### src/rtl/scanline_fetcher.sv
// Multi-layer scanline DMA engine: on each line start, fetches one scanline per
// enabled layer with AXI4 INCR read bursts and writes the beats into per-layer
// ping-pong line buffers (bank chosen by the line's parity).
module scanline_fetcher #(
    parameter int unsigned NUM_LAYERS = 2,
    parameter int unsigned ADDR_W     = 32,
    parameter int unsigned DATA_W     = 32,
    parameter int unsigned BURST_LEN  = 64,
    parameter int unsigned WORDS_W    = 11,
    parameter int unsigned LINE_W     = 10,
    localparam int unsigned LAYER_W   = (NUM_LAYERS > 1) ? $clog2(NUM_LAYERS) : 1
) (
    input  logic                          clk,
    input  logic                          reset,
    input  logic                          line_start,
    input  logic [LINE_W-1:0]             line_y,
    input  logic [NUM_LAYERS-1:0]         cfg_enable,
    input  logic [NUM_LAYERS*ADDR_W-1:0]  cfg_base,
    input  logic [NUM_LAYERS*ADDR_W-1:0]  cfg_stride,
    input  logic [NUM_LAYERS*WORDS_W-1:0] cfg_words,
    output logic                          axi_ar_valid,
    input  logic                          axi_ar_ready,
    output logic [ADDR_W-1:0]             axi_ar_addr,
    output logic [7:0]                    axi_ar_len,
    output logic [1:0]                    axi_ar_burst,
    input  logic                          axi_r_valid,
    output logic                          axi_r_ready,
    input  logic [DATA_W-1:0]             axi_r_data,
    input  logic                          axi_r_last,
    output logic                          buf_we,
    output logic [LAYER_W-1:0]            buf_layer,
    output logic [WORDS_W:0]              buf_addr,
    output logic [DATA_W-1:0]             buf_wdata,
    output logic                          busy,
    output logic                          line_done,
    output logic [NUM_LAYERS-1:0]         underrun
);

    localparam int unsigned BURST_BYTES = BURST_LEN * (DATA_W / 8);

    localparam logic [2:0] ST_IDLE = 3'd0;
    localparam logic [2:0] ST_CALC = 3'd1;
    localparam logic [2:0] ST_ADDR = 3'd2;
    localparam logic [2:0] ST_DATA = 3'd3;
    localparam logic [2:0] ST_NEXT = 3'd4;

    logic [2:0]                    state_q, state_d;
    logic [LAYER_W-1:0]            layer_q, layer_d;
    logic [LINE_W-1:0]             line_y_q, line_y_d;
    logic [NUM_LAYERS-1:0]         en_q, en_d;
    logic [NUM_LAYERS*ADDR_W-1:0]  base_q, base_d;
    logic [NUM_LAYERS*ADDR_W-1:0]  stride_q, stride_d;
    logic [NUM_LAYERS*WORDS_W-1:0] words_q, words_d;
    logic [WORDS_W-1:0]            rem_q, rem_d;
    logic [WORDS_W-1:0]            word_idx_q, word_idx_d;
    logic                          bank_q, bank_d;
    logic                          pend_q, pend_d;
    logic                          ar_valid_q, ar_valid_d;
    logic [ADDR_W-1:0]             ar_addr_q, ar_addr_d;
    logic [7:0]                    ar_len_q, ar_len_d;
    logic                          buf_we_q, buf_we_d;
    logic [LAYER_W-1:0]            buf_layer_q, buf_layer_d;
    logic [WORDS_W:0]              buf_addr_q, buf_addr_d;
    logic [DATA_W-1:0]             buf_wdata_q, buf_wdata_d;
    logic                          busy_q, busy_d;
    logic                          line_done_q, line_done_d;
    logic [NUM_LAYERS-1:0]         underrun_q, underrun_d;

    logic [ADDR_W-1:0]             cur_base;
    logic [ADDR_W-1:0]             cur_stride;
    logic [WORDS_W-1:0]            cur_words;
    logic                          cur_en;
    logic [ADDR_W-1:0]             line_off;
    logic [WORDS_W-1:0]            rem_after;

    // Beats-1 of the next burst: min(remaining, BURST_LEN) - 1 (remaining is nonzero)
    function automatic logic [7:0] burst_len_m1(input logic [WORDS_W-1:0] rem);
        if (32'(rem) >= BURST_LEN) begin
            return 8'(BURST_LEN - 1);
        end
        return 8'(32'(rem) - 32'd1);
    endfunction

    // Per-layer view of the configuration snapshot
    assign cur_base   = base_q[32'(layer_q)*ADDR_W +: ADDR_W];
    assign cur_stride = stride_q[32'(layer_q)*ADDR_W +: ADDR_W];
    assign cur_words  = words_q[32'(layer_q)*WORDS_W +: WORDS_W];
    assign cur_en     = en_q[layer_q];
    assign line_off   = ADDR_W'(line_y_q) * cur_stride;
    assign rem_after  = WORDS_W'(32'(rem_q) - 32'(ar_len_q) - 32'd1);

    // Next-state and output logic
    always_comb begin
        state_d     = state_q;
        layer_d     = layer_q;
        line_y_d    = line_y_q;
        en_d        = en_q;
        base_d      = base_q;
        stride_d    = stride_q;
        words_d     = words_q;
        rem_d       = rem_q;
        word_idx_d  = word_idx_q;
        bank_d      = bank_q;
        pend_d      = pend_q;
        ar_valid_d  = ar_valid_q;
        ar_addr_d   = ar_addr_q;
        ar_len_d    = ar_len_q;
        buf_we_d    = 1'b0;
        buf_layer_d = buf_layer_q;
        buf_addr_d  = buf_addr_q;
        buf_wdata_d = buf_wdata_q;
        line_done_d = 1'b0;
        underrun_d  = underrun_q;

        // Every line start refreshes the snapshot; one arriving mid-fetch is an underrun
        if (line_start) begin
            line_y_d = line_y;
            en_d     = cfg_enable;
            base_d   = cfg_base;
            stride_d = cfg_stride;
            words_d  = cfg_words;
            if (state_q != ST_IDLE) begin
                underrun_d[layer_q] = 1'b1;
                pend_d              = 1'b1;
            end
        end

        case (state_q)
            ST_IDLE: begin
                if (line_start) begin
                    state_d = ST_CALC;
                    layer_d = '0;
                end
            end
            ST_CALC: begin
                if (line_start) begin
                    layer_d = '0;
                    pend_d  = 1'b0;
                end else if (!cur_en || cur_words == '0) begin
                    state_d = ST_NEXT;
                end else begin
                    state_d    = ST_ADDR;
                    rem_d      = cur_words;
                    word_idx_d = '0;
                    bank_d     = line_y_q[0];
                    ar_valid_d = 1'b1;
                    ar_addr_d  = cur_base + line_off;
                    ar_len_d   = burst_len_m1(cur_words);
                end
            end
            ST_ADDR: begin
                if (ar_valid_q && axi_ar_ready) begin
                    ar_valid_d = 1'b0;
                    state_d    = ST_DATA;
                end else if (line_start) begin
                    ar_valid_d = 1'b0;
                    state_d    = ST_CALC;
                    layer_d    = '0;
                    pend_d     = 1'b0;
                end
            end
            ST_DATA: begin
                if (axi_r_valid) begin
                    buf_we_d    = 1'b1;
                    buf_wdata_d = axi_r_data;
                    buf_layer_d = layer_q;
                    buf_addr_d  = {bank_q, word_idx_q};
                    word_idx_d  = word_idx_q + WORDS_W'(1);
                    if (axi_r_last) begin
                        rem_d = rem_after;
                        if (pend_q || line_start) begin
                            state_d = ST_CALC;
                            layer_d = '0;
                            pend_d  = 1'b0;
                        end else if (rem_after != '0) begin
                            state_d    = ST_ADDR;
                            ar_valid_d = 1'b1;
                            ar_addr_d  = ar_addr_q + ADDR_W'(BURST_BYTES);
                            ar_len_d   = burst_len_m1(rem_after);
                        end else begin
                            state_d = ST_NEXT;
                        end
                    end
                end
            end
            ST_NEXT: begin
                if (line_start) begin
                    state_d = ST_CALC;
                    layer_d = '0;
                    pend_d  = 1'b0;
                end else if (layer_q == LAYER_W'(NUM_LAYERS - 1)) begin
                    state_d     = ST_IDLE;
                    line_done_d = 1'b1;
                end else begin
                    state_d = ST_CALC;
                    layer_d = layer_q + LAYER_W'(1);
                end
            end
            default: begin
                state_d = ST_IDLE;
            end
        endcase

        busy_d = (state_d != ST_IDLE);
    end

    // State and output registers
    always_ff @(posedge clk) begin
        if (reset) begin
            state_q     <= ST_IDLE;
            layer_q     <= '0;
            line_y_q    <= '0;
            en_q        <= '0;
            base_q      <= '0;
            stride_q    <= '0;
            words_q     <= '0;
            rem_q       <= '0;
            word_idx_q  <= '0;
            bank_q      <= 1'b0;
            pend_q      <= 1'b0;
            ar_valid_q  <= 1'b0;
            ar_addr_q   <= '0;
            ar_len_q    <= '0;
            buf_we_q    <= 1'b0;
            buf_layer_q <= '0;
            buf_addr_q  <= '0;
            buf_wdata_q <= '0;
            busy_q      <= 1'b0;
            line_done_q <= 1'b0;
            underrun_q  <= '0;
        end else begin
            state_q     <= state_d;
            layer_q     <= layer_d;
            line_y_q    <= line_y_d;
            en_q        <= en_d;
            base_q      <= base_d;
            stride_q    <= stride_d;
            words_q     <= words_d;
            rem_q       <= rem_d;
            word_idx_q  <= word_idx_d;
            bank_q      <= bank_d;
            pend_q      <= pend_d;
            ar_valid_q  <= ar_valid_d;
            ar_addr_q   <= ar_addr_d;
            ar_len_q    <= ar_len_d;
            buf_we_q    <= buf_we_d;
            buf_layer_q <= buf_layer_d;
            buf_addr_q  <= buf_addr_d;
            buf_wdata_q <= buf_wdata_d;
            busy_q      <= busy_d;
            line_done_q <= line_done_d;
            underrun_q  <= underrun_d;
        end
    end

    assign axi_ar_valid = ar_valid_q;
    assign axi_ar_addr  = ar_addr_q;
    assign axi_ar_len   = ar_len_q;
    assign axi_ar_burst = 2'b01;
    assign axi_r_ready  = 1'b1;
    assign buf_we       = buf_we_q;
    assign buf_layer    = buf_layer_q;
    assign buf_addr     = buf_addr_q;
    assign buf_wdata    = buf_wdata_q;
    assign busy         = busy_q;
    assign line_done    = line_done_q;
    assign underrun     = underrun_q;

endmodule
### config.mk
export PLATFORM = sky130hd
export DESIGN_NAME = scanline_fetcher
export DESIGN_NICKNAME = d
export VERILOG_FILES = /design/src/rtl/scanline_fetcher.sv
export SDC_FILE = /design/constraint.sdc
export NUM_CORES = 1
export LEC_CHECK = 0
export CORE_UTILIZATION = 40
export CTS_BUF_LIST = sky130_fd_sc_hd__clkbuf_8 sky130_fd_sc_hd__clkbuf_16
export CTS_CLUSTER_SIZE = 25
export DETAILED_ROUTE_END_ITERATION = 10
export GPL_TIMING_DRIVEN = 1
export PLACE_DENSITY_LB_ADDON = 0.15
export SLEW_MARGIN = 5
export SYNTH_ARGS = -nofsm -noshare
export SYNTH_HDL_FRONTEND = slang
export SYNTH_SLANG_ARGS = --single-unit
export TNS_END_PERCENT = 1
### constraint.sdc
create_clock -name clk -period 7.9 [get_ports clk]
set_clock_uncertainty 0.1 [all_clocks]
set_input_delay 1.975 -clock clk [delete_from_list [all_inputs] [get_ports clk]]
set_output_delay 1.975 -clock clk [all_outputs]
set_load 0.02 [all_outputs]
# Word-level counts from Yosys, hierarchy flattened

Index checks and enable logic that the tools add are counted.
Widths: inputs -> output; s select.

Flip-flop bits (word level): 281
Output and inout bits: 94
Word-level logic and storage cells: 160
Bits of input ports: 200

Add/subtract/negate cells: 8
Multiply operators: 2
Magnitude comparators: 4
Reduce and logical (&&, ||, !) cells: 25
Mux-type cells: 79
Bitwise gates (word level): 5
Equality and inequality tests: 13
Shift-type cells: 3

Operator list:

| cell                  | number |
|---|---|
| $mux 32               | 6 |
| $shiftx 64x7->32      | 2 |
| $mux 8                | 10 |
| $mux 11               | 7 |
| $pmux 32 s2           | 1 |
| $pmux 11 s2           | 2 |
| $mux 1                | 39 |
| $add 32x32->32        | 1 |
| $add 32x9->32 const B | 1 |
| $mul 10x32->32        | 1 |
| $mux 3                | 8 |
| $ge 11x7->1 const B   | 2 |
| $shiftx 22x6->11      | 1 |
| $ne 2x2->1 const B    | 8 |
| $pmux 8 s2            | 1 |
| $sub 8x1->8 const B   | 2 |
| $pmux 3 s5            | 1 |
| $add 11x1->11 const B | 1 |
| $logic_not 11->1      | 1 |
| $reduce_bool 11->1    | 1 |
| $sub 11x2->11 const B | 1 |
| $sub 11x8->11         | 1 |
| $reduce_and 5->1      | 2 |
| $reduce_bool 3->1     | 3 |
| other kinds (26)      | 36 |

# Longest topological paths before layout

Gate-level depths: netlist (run 1).

Depth after elaboration: 15
Mapped depth: 27
Mapped depth without buffers: 22

# Worst setup path before layout (run 1)

No wires, ideal clock.

Kind: register -> register
Start point: reg layer_q
End point: reg ar_addr_q[29] (netlist: axi_ar_addr[29])
Clock period less this slack: 6.808 ns
Path slack: 1.092 ns
Setup time: 0.135 ns
Cell stages (with the launch flop): 27
Data required time: 7.665 ns
Buffers on the path: 5
Arrival time: 6.573 ns
Cells stage by stage: dfxtp_1 -> buf_2 -> buf_4 -> buf_4 -> buf_2 -> buf_1 -> mux2_2 -> and2_1 -> fa_1 -> inv_1 -> fa_1 -> inv_1 -> fa_1 -> fa_1 -> inv_1 -> fa_1 -> inv_1 -> ha_1 -> a21oi_1 -> o21ai_0 -> a31oi_1 -> o32ai_2 -> o21ai_1 -> mux2_1 -> a211o_1 -> a21oi_1 -> nor4_1

Longest elaborated chain between the ends: 6
Elaborated cells on any way between the ends: 16
Classes of those cells: add/sub: 1; mul: 2; eq/ne: 1; shift: 3; mux: 5; reduce/logical: 4

RTL lines:

| item                                                   | line | source |
|---|---|---|
| start: declaration                                     | 48   | `logic [LAYER_W-1:0] layer_q, layer_d;` |
| start signal: assignment                               | 233  | `layer_q <= layer_d;` |
| $shiftx 64x7->32, or another cell as far along         | 86   | `assign cur_stride = stride_q[32'(layer_q)*ADDR_W +: ADDR_W];` |
| $mul 10x32->32, or another cell as far along           | 89   | `assign line_off = ADDR_W'(line_y_q) * cur_stride;` |
| $add 32x32->32, or another cell as far along           | 147  | `ar_addr_d = cur_base + line_off;` |
| $mux 32 / $logic_or 1x1->1 (equally long branches)     | 139  | `end else if (!cur_en \|\| cur_words == '0) begin` |
| $mux 32 / $ne 2x2->1 (equally long branches)           | n/a  |  |
| $pmux 32 s2 / $reduce_and 7->1 (equally long branches) | n/a  |  |
| end signal: assignment                                 | 244  | `ar_addr_q <= ar_addr_d;` |
| end: declaration                                       | 59   | `logic [ADDR_W-1:0] ar_addr_q, ar_addr_d;` |

Parallel ways exist; a longest one is shown, timed or not. The select of a mux whose other input is x is not followed.
A chain may end at the register's enable or synchronous reset.

# Worst setup path in the final report (run 1)

Ends and elaborated chain as after synthesis.

==> results.toml, run 1 <==
[run_status]
outcome = "finished clean"

[worst_setup_path]
cp-start-kind = "flop"
reg2reg_slack_ps = 1220
r2r_end = "axi_ar_addr[29]"
critPathKind = "reg -> reg"
crit_required_ps = 8200
reg2reg_depth = 21
startpoint = "layer_q"
cp-end-kind = "flop"
cp.arrival_ps = 6980
cp_max_fo = 29
r2r-start = "layer_q"

[logic_synthesis]
syn_area_per_cell_um2 = 8.905
synthArstFlopShare_pct = 0
synth_flop_cell = "dfxtp_1"
syn_area_um2 = 20930
ys_seq_area_share_pct = 26.88
synth.distinct_cells = 74
synth_edf_count = 0
syn_inst = 2350
ys_ff_latch = 281
ys_warn_count = 0

[floorplanning]
core_um2 = 51510
num_rows = 83
io_pins = 294
dieHeight_um = 230.7
die_x_um = 230.7
die_area_um2 = 53240
initial_core_util_pct = 40.63

[placement]
io_buffers = 290
place_congestion = 0.8604
dp_cells = 3217
post-dp-hpwl_mm = 45.35

[power_and_ir_drop]
power_density_nw_per_um2 = 160.9
vdd_ir_drop_max_mv = 0.1302
power_mw = 4.114
pwr-share-clk_pct = 41.0
share_seq_of_total_power_pct = 37.1
leakage_nw = 10.76
p_sw_mw = 1.210
p_comb_share_pct = 21.8
intPower_mw = 2.904
switching_share_pct = 29.41

[clock_network]
post_cts_buffers = 0
hold_buffers = 0
clockBufferDepth = 3
cts_max_level = 2
ctsRootBufferMaster = "clkbuf_16"
cts_tree = "built"
cts.sinks = 281
clkTransAtPathRegs_ps = 60
numCtsBuffers = 35
clk_latency_ps = 560
cts_resized = 0

[hold_path]
holdPathStages = 2
hold_class = "reg -> reg"
min_to = "buf_addr[9]"
worstHoldStart = "buf_addr[9]"

[sta]
worst_pin_slew_ps = 1067
hold_violations = 0
max_slew_margin_pct = 28.40
rsz0062_at_grt = "false"
timing.hold.ws_ps = 353.3
fmax_ghz = 0.1498
drv_slew = 0
fin_crit_ps = 6677
min_period_over_period_pct = 84.52
finalSetupViolations = 0
final.setup.tns_ps = 0

[drt]
viasPerCell = 5.153
drc = 0
num_vias = 16900
firstDrtPassIters = 5
wl_per_cell_um = 18.07
routed_wirelength_mm = 59.26
drt_first_iter_violations = 988
postRouteAntennaNets = 0

[layout]
synthToLayoutAreaGrowth_pct = 22.16
antennaDiodeCount = 0
final_cell_mix = "nand2_1, clkdlybuf4s50_1, dfxtp_1"
fin_nets = 3065
layout_commonest_cell = "nand2_1"
multi_input_area_um2 = 13930
finalNonFillerCells = 3280
regArea_um2 = 5629
layout-drive-gt1-share_pct = 6.462
nFillCells = 4931

[flow_run]
drv_cap = 0

[global_routing]
grt_max_degree = 102
antenna_found_initial = 0
grt_use_total_pct = 22.42
grt-ovfl-total = 0
grt_pass1_vias = 17500
grt_pass1_wl_mm = 94.65
[metrics by stage]
step	cell area, um2	worst slack (ps)	utilization, %
3_5_place_dp	24340	1199	47.26
4_1_cts	25570	1155	49.63
2_1_floorplan	20930	1092	-
5_1_grt	25570	899.7	49.63
6_report	25570	1223	49.63
3_3_place_gp	24340	1334	47.26
[cell families (layout without fill, tap and decap cells)]
kind of cell	after synthesis	after routing	share of synthesized area, %
simple gates	815	815	17.27
buf+inv	353	602	6.648
fa+ha+maj	291	291	25.61
compound gates	303	303	9.028
xor+xnor	62	62	2.595
mux	243	243	11.93
other cells	2	3	0.03589
flops	281	281	26.88
[synth_stat cells, types with 4 or more instances]
| master | n | area [um2] |
|---|---|---|
| xnor2_1 | 36 | 315.3 |
| a211oi_1 | 16 | 120.1 |
| buf_2 | 11 | 55.05 |
| o21bai_1 | 7 | 52.55 |
| nor3_1 | 22 | 110.1 |
| o21ai_1 | 4 | 20.02 |
| a31oi_1 | 11 | 68.82 |
| a21oi_2 | 4 | 35.03 |
| o21ai_0 | 52 | 260.3 |
| nand3_1 | 20 | 100.1 |
| xor2_1 | 26 | 227.7 |
| a221o_1 | 6 | 60.06 |
| and3_1 | 9 | 56.30 |
| a21o_1 | 12 | 90.09 |
| nand4_1 | 8 | 50.05 |
| buf_6 | 4 | 45.04 |
| nand2_1 | 360 | 1351 |
| buf_4 | 6 | 45.04 |
| dfxtp_1 | 281 | 5625 |
| mux2i_1 | 191 | 1912 |
| clkbuf_1 | 83 | 311.6 |
| and2_1 | 103 | 644.4 |
| nor2b_1 | 9 | 56.30 |
| a41oi_1 | 4 | 35.03 |
| or3_1 | 9 | 56.30 |
| o32ai_1 | 5 | 43.79 |
| mux2_2 | 51 | 574.3 |
| nor4_1 | 12 | 75.07 |
| or4_1 | 4 | 30.03 |
| inv_1 | 223 | 837.1 |
| o211ai_1 | 6 | 45.04 |
| a21oi_1 | 133 | 665.6 |
| buf_1 | 24 | 90.09 |
| fa_1 | 229 | 4584 |
| or2_2 | 4 | 25.02 |
| nand2b_1 | 8 | 50.05 |
| ha_1 | 62 | 775.7 |
| nor2_1 | 232 | 870.8 |
| o21a_1 | 7 | 52.55 |
[sequential cells by signal, summed over array words and instances, names as in the netlist, 3 cells and up]
| signal | cells |
|---|---|
| line_y_q | 10 |
| word_idx_q | 11 |
| state_q | 3 |
| rem_q | 11 |
| buf_wdata | 32 |
| words_q | 22 |
| axi_ar_addr | 32 |
| stride_q | 64 |
| base_q | 64 |
| buf_addr | 12 |
| axi_ar_len | 8 |
[critical path: stages, from the launching register on]
cell,delay [ps]
dfxtp_4,630
mux2_2,490
and2_1,210
fa_1,530
inv_1,50
fa_1,480
inv_1,60
fa_1,440
fa_1,520
inv_1,60
fa_1,530
inv_1,40
ha_1,360
a21oi_1,180
o21ai_0,140
a31oi_1,410
o32ai_2,170
o21ai_1,240
mux2_1,340
a211o_1,270
a21oi_1,160
nor4_1,70
[power groups by stage]
stage                     registers, mW  logic, mW  clock network, mW
final                              1.53      0.899               1.69
after global routing               1.53       1.00               1.79
after CTS                          1.53      0.905               1.74
after detailed placement           1.56      0.899                  0
after global placement             1.55      0.883                  0
after floorplan                    1.54      0.586                  0
[layer usage]
metal | vias up | routed length (um) | track usage, %
met1 | 8331 | 25720 | 28.33
met5 | - | 0 | 0
met3 | 83 | 2331 | 2.619
li1 | 8080 | - | -
met2 | 409 | 29700 | 39.92
met4 | 0 | 1506 | 6.623
[worst max-delay path by stage]
stage,to,slack [ps],cells after the start
finish,axi_ar_addr[29],1220,21
global route,axi_ar_addr[29],900,20
CTS,axi_ar_addr[29],1160,21
detailed placement,axi_ar_addr[29],1200,21
global placement,axi_ar_addr[29],1330,19
floorplan,axi_ar_addr[29],1090,26
[final cells by class]
| class | instances | area share, % |
|---|---|---|
| clock inverters | 16 | 0.7145 |
| inverters | 225 | 3.303 |
| clock buffers | 47 | 4.072 |
| flip-flops and latches | 281 | 22.02 |
| well taps | 680 | 3.328 |
| repair buffers | 314 | 12.09 |
| multi-input cells | 1717 | 54.47 |
No activity file was read; power rests on OpenSTA's default activity.
==> run 2: changes to the inputs <==
- clock period: 7.9 -> 6.6 ns (I/O delays scaled with it)
==> results.toml, run 2 (synthesis gave the netlist of run 1 again) <==
[hold_path]
worstHoldStart = "buf_wdata[5]"
min_to = "buf_wdata[5]"
holdPathStages = 2
hold_class = "reg -> reg"

[layout]
fin_util_pct = 49.92
finalNonFillerCells = 3299
layout-drive-gt1-share_pct = 7.026
reg.largest.list = "base_q: 64 flops, stride_q: 64 flops"
synthToLayoutAreaGrowth_pct = 22.87
layout_commonest_cell = "nand2_1"
final_cell_mix = "nand2_1, clkdlybuf4s50_1, dfxtp_1"
fin_nets = 3087
nFillCells = 4872
antennaDiodeCount = 0

[sta]
max_slew_margin_pct = 20.70
hold_violations = 0
drv_slew = 0
timing.hold.ws_ps = 351.2
worst_pin_slew_ps = 1181
setup_ws_ps = 233.8
min_period_over_period_pct = 96.46
fin_crit_ps = 6366
finalSetupViolations = 0
fmax_ghz = 0.1571
rsz0062_at_grt = "true"

[power_and_ir_drop]
p_comb_share_pct = 22.7
power_density_nw_per_um2 = 189.5
pwr-share-clk_pct = 40.0
vdd_ir_drop_max_mv = 0.1444
power_mw = 4.874
switching_share_pct = 29.42
share_seq_of_total_power_pct = 37.2
p_sw_mw = 1.434
leakage_nw = 10.87
intPower_mw = 3.439

[worst_setup_path]
cp-start-kind = "flop"
crit_required_ps = 6900
startpoint = "layer_q"
cp-end-kind = "flop"
r2r_end = "axi_ar_addr[29]"
cp_common_cell = "fa_1"
cp_max_fo = 10
r2r-start = "layer_q"
max_stage_delay_ps = 550
cp.arrival_ps = 6670
reg2reg_slack_ps = 230
crit_chain = "buf_4 > mux2_2 > nand2_1 > fa_1 > fa_1 > inv_1 > fa_1 > fa_1 > inv_1 > fa_1 > inv_1 > ha_1 > a21oi_1 > o21ai_0 > a31oi_1 > buf_4 > o32ai_2 > o21ai_2 > mux2_1 > a211o_1 > a21oi_1 > nor4_1"
critPathSlowestCell = "fa_1"
reg2reg_depth = 22
critPathKind = "reg -> reg"

[floorplanning]
die_area_um2 = 53240
core_um2 = 51510
die_x_um = 230.7
initial_core_util_pct = 40.63
num_rows = 83
io_pins = 294
dieHeight_um = 230.7

[run_status]
outcome = "finished clean"

[drt]
viasPerCell = 5.164
postRouteAntennaNets = 0
routed_wirelength_mm = 59.07
wl_per_cell_um = 17.91
drc = 0
num_vias = 17040
firstDrtPassIters = 5
drt_first_iter_violations = 1183

[clock_network]
ctsRootBufferMaster = "clkbuf_16"
cts_max_level = 2
clockBufferDepth = 3
clkTransAtPathRegs_ps = 60
cts_tree = "built"
hold_buffers = 0
cts.sinks = 281
clk_latency_ps = 550
numCtsBuffers = 35

[global_routing]
grt_pass1_vias = 17470
grt-ovfl-total = 0
antenna_found_initial = 0
grt_max_degree = 94
grt_pass1_wl_mm = 94.99
grt_use_total_pct = 22.36

[placement]
dp_cells = 3236
dp_slack_ps = 112.5
place_congestion = 0.8655
post-dp-hpwl_mm = 45.53
io_buffers = 290

[flow_run]
drv_cap = 0
==> run 2: layout make-up <==
class | instances | area, um2 | share of cell area [%]
Clock inverter | 17 | 177.7 | 0.6910
Sequential cell | 281 | 5629 | 21.89
Timing Repair Buffer | 336 | 3287 | 12.78
Tap cell | 680 | 850.8 | 3.309
Multi-Input combinational cell | 1717 | 13940 | 54.21
Inverter | 225 | 844.6 | 3.285
Clock buffer | 43 | 985.9 | 3.834
==> run 2: power by group through the flow <==
stage          registers (mW)  clock network, mW  logic, mW
2_1_floorplan            1.84                  0      0.702
3_3_place_gp             1.85                  0       1.09
3_5_place_dp             1.85                  0       1.11
4_1_cts                  1.82               2.01       1.11
5_1_grt                  1.82               2.08       1.24
6_report                 1.82               1.95       1.11
==> run 2: critical path, delay by kind of cell, from the launching register on <==
kind,cells,cell delay (ps)
AND/OR/NAND/NOR,2,190
AO/OA/AOI/OAI,7,1310
adder cells (fa/ha/maj),6,2820
multiplexers,2,810
buffers and inverters,5,530
flip-flops,1,450
==> run 2: timing repair <==
action / CTS / global route
gates resized for setup: 0 / 4
hold endpoints to repair: 0 / 0
endpoints found under the setup margin: 0 / 8
setup buffers: 0 / 3
==> run 2: how the worst max path moves through the flow <==
stage	slack (ps)	depth (start not counted)	end
6_report	230	22	axi_ar_addr[29]
3_5_place_dp	110	22	axi_ar_addr[29]
3_3_place_gp	180	20	axi_ar_addr[29]
2_1_floorplan	20	24	axi_ar_addr[29]
4_1_cts	60	22	axi_ar_addr[29]
5_1_grt	-20	22	axi_ar_addr[29]
==> run 2: per-layer routing <==
layer / up-vias / global-route usage (%) / share of wire, %
met1: 8404 / 28.84 / 44
li1: 8123 / - / -
met3: 79 / 2.903 / 4.3
met2: 431 / 39.01 / 49
met5: - / 0 / 0
met4: 0 / 6.374 / 2.4
==> run 2: per-stage QoR <==
stage               instance area, um2  TNS (ps)
finish                           25710         0
global route                     25710    -22.55
CTS                              25660         0
detailed placement               24500         0
global placement                 24500         0
floorplan                        20940         0
==> run 3: changes to the inputs <==
- clock period: 6.6 -> 8 ns (I/O delays scaled with it)
==> results.toml, run 3 (synthesis gave the netlist of run 1 again) <==
[layout]
layout_commonest_cell = "nand2_1"
reg.largest.list = "base_q: 64 flops, stride_q: 64 flops"
antennaDiodeCount = 0
synthToLayoutAreaGrowth_pct = 21.74
final_cell_mix = "nand2_1, clkdlybuf4s50_1, dfxtp_1"
fin_nets = 3063
layout-drive-gt1-share_pct = 6.089
nFillCells = 4911

[power_and_ir_drop]
pwr-share-clk_pct = 40.0
share_seq_of_total_power_pct = 37.7
p_sw_mw = 1.181
vdd_ir_drop_max_mv = 0.1170
power_density_nw_per_um2 = 156.5
intPower_mw = 2.808
power_mw = 3.988
switching_share_pct = 29.60
leakage_nw = 10.73
p_comb_share_pct = 22.2

[drt]
drt_first_iter_violations = 966
routed_wirelength_mm = 58.58
wl_per_cell_um = 17.89
num_vias = 16840
viasPerCell = 5.141
drc = 0
firstDrtPassIters = 5
postRouteAntennaNets = 0

[worst_setup_path]
max_stage_delay_ps = 770
crit_required_ps = 8280
critPathKind = "reg -> reg"
cp_max_fo = 41
reg2reg_slack_ps = 1150
critPathTopFamily = "adder cells"
cp-end-kind = "flop"
critPathSlowestCell = "dfxtp_4"
cp-start-kind = "flop"
cp.arrival_ps = 7140
cp_common_cell = "fa_1"
crit_chain = "mux2_2 > and2_1 > fa_1 > inv_1 > fa_1 > inv_1 > fa_1 > fa_1 > inv_1 > fa_1 > inv_1 > ha_1 > a21oi_1 > o21ai_0 > a31oi_1 > o32ai_2 > o21ai_1 > mux2_1 > a211o_1 > a21oi_1 > nor4_1"
critPathBufInv = 4

[clock_network]
numCtsBuffers = 34
cts.sinks = 281
ctsRootBufferMaster = "clkbuf_16"
cts_max_level = 2
cts_tree = "built"
cts_resized = 0
clkTransAtPathRegs_ps = 50
hold_buffers = 0
post_cts_buffers = 0
clk_latency_ps = 550
clockBufferDepth = 3

[global_routing]
grt_max_degree = 96
grt_pass1_wl_mm = 94.46
grt-ovfl-total = 0
grt_pass1_vias = 17450
antenna_found_initial = 0
grt_use_total_pct = 22.27

[sta]
fin_crit_ps = 6853
rsz0062_at_grt = "false"
worst_pin_slew_ps = 1123
max_slew_margin_pct = 24.65
setup_ws_ps = 1147
hold_violations = 0
min_period_over_period_pct = 85.66
fmax_ghz = 0.1459
drv_slew = 0
finalSetupViolations = 0
final.setup.tns_ps = 0

[flow_run]
drv_cap = 0

[placement]
post-dp-hpwl_mm = 44.77
place_congestion = 0.8653
dp_slack_ps = 1140
io_buffers = 290

[floorplanning]
num_rows = 83
initial_core_util_pct = 40.63
core_um2 = 51510
io_pins = 294
dieHeight_um = 230.7
die_area_um2 = 53240
die_x_um = 230.7

[hold_path]
hold_class = "reg -> reg"

[run_status]
outcome = "finished clean"
## run 3: per-layer routing
metal | up-vias | wire [um] | GRT usage, %
li1 | 8075 | - | -
met1 | 8273 | 25340 | 28.54
met2 | 406 | 29190 | 38.85
met3 | 82 | 2624 | 3.125
met4 | 0 | 1433 | 6.395
met5 | - | 0 | 0
## run 3: path summary, 6_finish.rpt
path / endpoint / cells after the start / startpoint
hold / removal: buf_addr[9] / 2 / buf_addr[9]
setup reg to reg: axi_ar_addr[29] / 21 / layer_q
setup / recovery: axi_ar_addr[29] / 21 / layer_q
hold reg to reg: buf_addr[9] / 2 / buf_addr[9]
## run 3: cell type report
cell class / count / area (um2) / area share (%)
Timing Repair Buffer: 313 / 3084 / 12.11
Clock inverter: 21 / 225.2 / 0.8840
Tap cell: 680 / 850.8 / 3.340
Clock buffer: 38 / 917.1 / 3.600
Multi-Input combinational cell: 1717 / 13930 / 54.66
Sequential cell: 281 / 5629 / 22.10
Inverter: 225 / 844.6 / 3.315
## run 3: worst min-delay path, cell delays in order (launching register included)
cell and delay, ps:
dfxtp_1 300, nand2_1 50, a21oi_1 50
## run 3: metrics by stage
stage	hold slack [ps]	instance area (um2)	cells	util, %
floorplan	332.1	20930	2351	-
global placement	341.4	24330	3216	47.24
detailed placement	346.1	24330	3216	47.24
CTS	353.9	25480	3275	49.46
global route	368.5	25480	3275	49.46
finish	352.0	25480	3275	49.46
## run 3: power groups by stage
stage / logic [mW] / clock network [mW] / registers, mW
2_1_floorplan: 0.579 / 0 / 1.52
3_3_place_gp: 0.873 / 0 / 1.53
3_5_place_dp: 0.885 / 0 / 1.53
4_1_cts: 0.892 / 1.64 / 1.50
5_1_grt: 0.991 / 1.70 / 1.51
6_report: 0.887 / 1.60 / 1.51
